==> src/rtl/uart_prog_loader.sv <==
// UART programming loader: receives 8N1 bytes, packs them little-endian into
// 32-bit words and drives the instruction ROM / data memory programming port.
module uart_prog_loader #(
  parameter int CLKS_PER_BIT = 100,
  parameter int TIMEOUT_BITS = 40,
  parameter int MAX_WORDS    = 32768
) (
  input  logic        clk,
  input  logic        rst,
  input  logic        start_i,
  input  logic        rx_i,
  output logic        upg_wen_o,
  output logic [14:0] upg_adr_o,
  output logic [31:0] upg_dat_o,
  output logic        upg_done_o,
  output logic        busy_o,
  output logic        frame_err_o
);

  localparam int CNT_W     = $clog2(CLKS_PER_BIT);
  localparam int TMO_LIMIT = TIMEOUT_BITS * CLKS_PER_BIT;
  localparam int TMO_W     = $clog2(TMO_LIMIT + 1);

  localparam logic [CNT_W-1:0] HALF_TICK = CNT_W'(CLKS_PER_BIT / 2);
  localparam logic [CNT_W-1:0] LAST_TICK = CNT_W'(CLKS_PER_BIT - 1);
  localparam logic [TMO_W-1:0] TMO_LAST  = TMO_W'(TMO_LIMIT - 1);
  localparam logic [14:0]      LAST_ADR  = 15'(MAX_WORDS - 1);

  typedef enum logic [1:0] {R_IDLE, R_START, R_DATA, R_STOP} rx_state_t;
  typedef enum logic [1:0] {L_IDLE, L_RECV, L_DONE} ld_state_t;

  rx_state_t        rx_state;
  ld_state_t        ld_state;
  logic             rx_meta;
  logic             rxs;
  logic [CNT_W-1:0] clk_cnt;
  logic [2:0]       bit_cnt;
  logic [7:0]       shift_reg;
  logic             byte_valid;
  logic             stop_err;
  logic [1:0]       byte_idx;
  logic [23:0]      asm_word;
  logic             seen_byte;
  logic [TMO_W-1:0] tmo_cnt;

  always_ff @(posedge clk or negedge rst) begin
    if (!rst) begin
      rx_meta <= 1'b1;
      rxs     <= 1'b1;
    end else begin
      rx_meta <= rx_i;
      rxs     <= rx_meta;
    end
  end

  // Receiver: start bit is re-checked at mid-bit so short glitches are ignored.
  always_ff @(posedge clk or negedge rst) begin
    if (!rst) begin
      rx_state   <= R_IDLE;
      clk_cnt    <= '0;
      bit_cnt    <= '0;
      shift_reg  <= '0;
      byte_valid <= 1'b0;
      stop_err   <= 1'b0;
    end else begin
      byte_valid <= 1'b0;
      stop_err   <= 1'b0;
      case (rx_state)
        R_IDLE: begin
          clk_cnt <= '0;
          bit_cnt <= '0;
          if (!rxs) rx_state <= R_START;
        end
        R_START: begin
          if (clk_cnt == HALF_TICK) begin
            clk_cnt  <= '0;
            rx_state <= rxs ? R_IDLE : R_DATA;
          end else begin
            clk_cnt <= clk_cnt + 1'b1;
          end
        end
        R_DATA: begin
          if (clk_cnt == LAST_TICK) begin
            clk_cnt   <= '0;
            shift_reg <= {rxs, shift_reg[7:1]};
            if (bit_cnt == 3'd7) rx_state <= R_STOP;
            else                 bit_cnt  <= bit_cnt + 3'd1;
          end else begin
            clk_cnt <= clk_cnt + 1'b1;
          end
        end
        R_STOP: begin
          if (clk_cnt == LAST_TICK) begin
            clk_cnt    <= '0;
            byte_valid <= rxs;
            stop_err   <= ~rxs;
            rx_state   <= R_IDLE;
          end else begin
            clk_cnt <= clk_cnt + 1'b1;
          end
        end
        default: rx_state <= R_IDLE;
      endcase
    end
  end

  // Loader: the strobe cycle also decides between advancing the address and
  // finishing at capacity, so the address never wraps past the last word.
  always_ff @(posedge clk or negedge rst) begin
    if (!rst) begin
      ld_state    <= L_IDLE;
      upg_wen_o   <= 1'b0;
      upg_adr_o   <= '0;
      upg_dat_o   <= '0;
      upg_done_o  <= 1'b1;
      busy_o      <= 1'b0;
      frame_err_o <= 1'b0;
      byte_idx    <= '0;
      asm_word    <= '0;
      seen_byte   <= 1'b0;
      tmo_cnt     <= '0;
    end else begin
      upg_wen_o <= 1'b0;
      case (ld_state)
        L_IDLE: begin
          if (start_i) begin
            ld_state    <= L_RECV;
            upg_done_o  <= 1'b0;
            busy_o      <= 1'b1;
            upg_adr_o   <= '0;
            byte_idx    <= '0;
            frame_err_o <= 1'b0;
            tmo_cnt     <= '0;
            seen_byte   <= 1'b0;
          end
        end
        L_RECV: begin
          if (stop_err) frame_err_o <= 1'b1;
          if (upg_wen_o && upg_adr_o == LAST_ADR) begin
            ld_state   <= L_DONE;
            upg_done_o <= 1'b1;
            busy_o     <= 1'b0;
          end else begin
            if (upg_wen_o) upg_adr_o <= upg_adr_o + 15'd1;
            if (byte_valid) begin
              seen_byte <= 1'b1;
              tmo_cnt   <= '0;
              case (byte_idx)
                2'd0: asm_word[7:0]   <= shift_reg;
                2'd1: asm_word[15:8]  <= shift_reg;
                2'd2: asm_word[23:16] <= shift_reg;
                default: begin
                  upg_dat_o <= {shift_reg, asm_word};
                  upg_wen_o <= 1'b1;
                end
              endcase
              byte_idx <= byte_idx + 2'd1;
            end else if (seen_byte) begin
              if (tmo_cnt == TMO_LAST) begin
                ld_state   <= L_DONE;
                upg_done_o <= 1'b1;
                busy_o     <= 1'b0;
                if (byte_idx != 2'd0) frame_err_o <= 1'b1;
              end else begin
                tmo_cnt <= tmo_cnt + 1'b1;
              end
            end
          end
        end
        L_DONE: ld_state <= L_IDLE;
        default: ld_state <= L_IDLE;
      endcase
    end
  end

endmodule

==> config.mk <==
export PLATFORM = sky130hd
export DESIGN_NAME = uart_prog_loader
export DESIGN_NICKNAME = d
export VERILOG_FILES = /design/src/rtl/uart_prog_loader.sv
export SDC_FILE = /design/constraint.sdc
export NUM_CORES = 1
export LEC_CHECK = 0
export CORE_MARGIN = 5
export CORE_UTILIZATION = 40
export DETAILED_ROUTE_END_ITERATION = 10
export PLACE_DENSITY = 0.74
export SLEW_MARGIN = 40
export SYNTH_ARGS = -nofsm -noshare
export SYNTH_HDL_FRONTEND = slang
export SYNTH_SLANG_ARGS = --single-unit
==> constraint.sdc <==
create_clock -name clk -period 2.3 [get_ports clk]
set_clock_uncertainty 0.1 [all_clocks]
set_input_delay 0.345 -clock clk [delete_from_list [all_inputs] [get_ports clk]]
set_output_delay 0.345 -clock clk [all_outputs]
set_load 0.1 [all_outputs]
==> impl_metrics.py <==
metrics = {
    "critical_path": {
        "rrSetupSlack_ns": 0.11,
        "crit_arrival_ns": 2.42,
        "worstPathRequired_ns": 2.53,
        "startpoint_type": "register",
        "path_class": "reg -> reg",
        "crit_path_end_kind": "register",
        "critPathMaxFanout": 9,
    },
    "die": {
        "die_h_um": 124,
        "ios": 55,
        "fp.coreArea_um2": 12700,
        "die_area_um2": 15500,
        "num_rows": 41,
        "die_w_um": 124,
        "start_util_pct": 41.1,
    },
    "layout": {
        "drive_gt1_share_pct": 43.1,
        "antennaDiodeCount": 0,
        "top_register": "upg_dat_o",
        "syn_to_final_growth_pct": 27.1,
        "fin_nets": 509,
        "top_regs": "upg_dat_o x32, asm_word x24, upg_adr_o x15",
        "largest_reg_flops": 32,
        "fin_cells": 680,
    },
    "power_and_ir_drop": {
        "p_leak_nw": 3.21,
        "worst_ir_drop_vdd_v": 0.000595,
        "power_density_nw_per_um2": 758,
    },
    "route": {
        "drt_wl_total_um": 10600,
        "first_pass_iters": 4,
        "antenna_left": 0,
        "drt_iter0_drc": 226,
        "vias_per_cell": 5.17,
        "routedWlPerCell_um": 15.7,
        "via_count": 3514,
        "post-route-drc-count": 0,
    },
    "cts": {
        "cts_tree": "built",
        "cts_max_level": 4,
        "numCtsBuffers": 17,
        "cts.sinks": 116,
        "root_buffer": "clkbuf_16",
        "clk_path_buf_depth": 2,
        "clk_latency_ns": 0.41,
        "clk_pin_slew_ns": 0.05,
    },
    "outcome": {
        "status": "complete, no violations",
    },
    "yosys": {
        "synth_cells": 418,
        "synthFlopType": "dfrtp_1",
        "synth_area_um2": 5230,
        "ys_seq_elements": 116,
        "yosysWarnings": 0,
        "synthArstFlopShare_pct": 100,
        "synth_cell_types": 68,
        "syn_nets": 432,
        "synth-edff-count": 0,
        "syn_area_per_cell_um2": 12.5,
        "yosysSeqAreaShare_pct": 55.6,
    },
    "grt": {
        "grt_start_max_net_pins": 44,
        "grt_pass1_vias": 3785,
        "grt_overflow": 0,
        "grt_pass1_wl_um": 18600,
        "antenna_found_initial": 0,
        "grtUsageTotal_pct": 14.5,
    },
    "run": {
        "drv_cap": 0,
    },
    "sta": {
        "period_minus_slack_ns": 2.19,
        "slew_headroom_pct": 65.6,
        "setup_violations": 0,
        "rsz0062_at_grt": "no",
        "tightest_slew_ns": 0.517,
        "tns_ns": 0,
        "fmax_mhz": 456,
        "hold_viol": 0,
        "slew_violations": 0,
        "fin_crit_sh_pct": 95.4,
    },
    "place": {
        "io_buffer_count": 54,
        "gp_congestion": 0.804,
        "dp_hpwl_um": 7300,
        "post-place-cells": 647,
    },
    "hold_path": {
        "hp-class": "in -> reg",
    },
}
[synth_stat cells, types with 3 or more instances]
library cell | n | area, um2
clkbuf_1 | 3 | 11.3
dfrtp_1 | 113 | 2830
nand3_1 | 10 | 50.1
a21oi_1 | 12 | 60.1
nor4_1 | 3 | 18.8
mux2_2 | 63 | 709
or3_1 | 3 | 18.8
o21ai_2 | 3 | 26.3
xor2_1 | 6 | 52.6
or3_2 | 4 | 30.0
o21a_1 | 4 | 30.0
buf_6 | 6 | 67.6
or4_2 | 3 | 26.3
o211ai_1 | 3 | 22.5
ha_1 | 10 | 125
nand2_1 | 31 | 116
nand4_1 | 12 | 75.1
nor3_1 | 4 | 20.0
mux2i_1 | 3 | 30.0
xnor2_1 | 7 | 61.3
dfstp_2 | 3 | 78.8
o31ai_1 | 6 | 45.0
a31oi_1 | 3 | 18.8
nor3b_1 | 4 | 30.0
o21ai_0 | 7 | 35.0
nor2_1 | 28 | 105
inv_1 | 10 | 37.5
nand2_2 | 5 | 31.3
[worst max-delay path, cell delays in order (launching register included)]
cell and delay (ns):
dfrtp_1 0.42, ha_1 0.22, and4_1 0.23, nand4_1 0.14
nand3_2 0.17, or4_2 0.64, a21oi_1 0.19
[metrics by stage]
step	utilization (%)	power, mW	area (um2)	setup WS [ns]	hold slack, ns
6_report	52.2	5.04	6650	0.106	0.247
3_3_place_gp	47.0	2.18	5970	-0.0697	0.248
2_1_floorplan	-	2.12	5290	0.00231	-0.0506
3_5_place_dp	47.0	2.18	5970	-0.118	0.252
5_1_grt	52.2	5.20	6650	0.0130	0.238
4_1_cts	52.2	5.10	6640	0.120	0.232
[cell type report]
cell class / instances / area (um2)
Fill cell: 1100 / 6080
Sequential cell: 116 / 2960
Multi-Input combinational cell: 279 / 2190
Timing Repair Buffer: 71 / 591
Clock buffer: 17 / 425
Clock inverter: 15 / 229
Tap cell: 172 / 215
Inverter: 10 / 37.5
[final timing paths]
check / startpoint / cells after the start / endpoint
max: tmo_cnt[0]$_DFFE_PN0P_ / 6 / tmo_cnt[7]$_DFFE_PN0P_
min: rx_i / 1 / rx_meta$_DFF_PN1_
max reg2reg: tmo_cnt[0]$_DFFE_PN0P_ / 6 / tmo_cnt[7]$_DFFE_PN0P_
min reg2reg: rx_meta$_DFF_PN1_ / 0 / rxs$_DFF_PN1_
max in group asynchronous: rst / 3 / upg_done_o$_DFFE_PN1P_
min in group asynchronous: rst / 2 / upg_dat_o[25]$_DFFE_PN0P_
[power breakdown]
group | internal (mW) | switching, mW
registers | 2.05 | 0.00712
clock network | 1.93 | 0.964
logic | 0.0196 | 0.0650
[routing by layer]
metal / vias up / GRT usage [%] / share of wire [%]
met5: - / 0 / 0
met4: 0 / 6.90 / 2.3
met3: 24 / 3.77 / 4.2
met2: 65 / 23.2 / 49
met1: 1762 / 18.3 / 45
li1: 1663 / - / -
[cells in the final DEF (no fill, tap or decap), types with 4 or more instances in the layout]
master / count
o31ai_1: 6
inv_1: 10
dfrtp_4: 13
a21oi_1: 12
buf_4: 64
nand2_1: 31
ha_1: 9
nor3b_1: 4
xnor2_1: 7
clkbuf_16: 17
nand2_2: 5
nand4_1: 12
bufinv_16: 5
buf_12: 4
or3_2: 4
xor2_1: 6
o21ai_0: 7
clkinv_4: 4
nor2_1: 28
dfrtp_1: 97
nand3_1: 10
nor3_1: 4
mux2_2: 63
o21a_1: 4
[repair_timing]
action | in CTS | in global routing
setup buffers | 0 | 0
hold buffers | 1 | 0
endpoints found under the setup margin | 0 | 3
hold endpoints to repair | 35 | 0
resized for setup | 0 | 2
[logic make-up (layout without fill, tap and decap cells)]
| kind of cell | after synthesis | after routing | synth area share [%] |
|---|---|---|---|
| compound gates | 51 | 51 | 6.92 |
| fa+ha+maj | 10 | 10 | 2.39 |
| buf+inv | 23 | 113 | 2.92 |
| xor+xnor | 13 | 13 | 2.18 |
| flops | 116 | 116 | 55.6 |
| simple gates | 137 | 137 | 15.4 |
| mux | 68 | 68 | 14.6 |
Power figures use the tool's default switching activity.
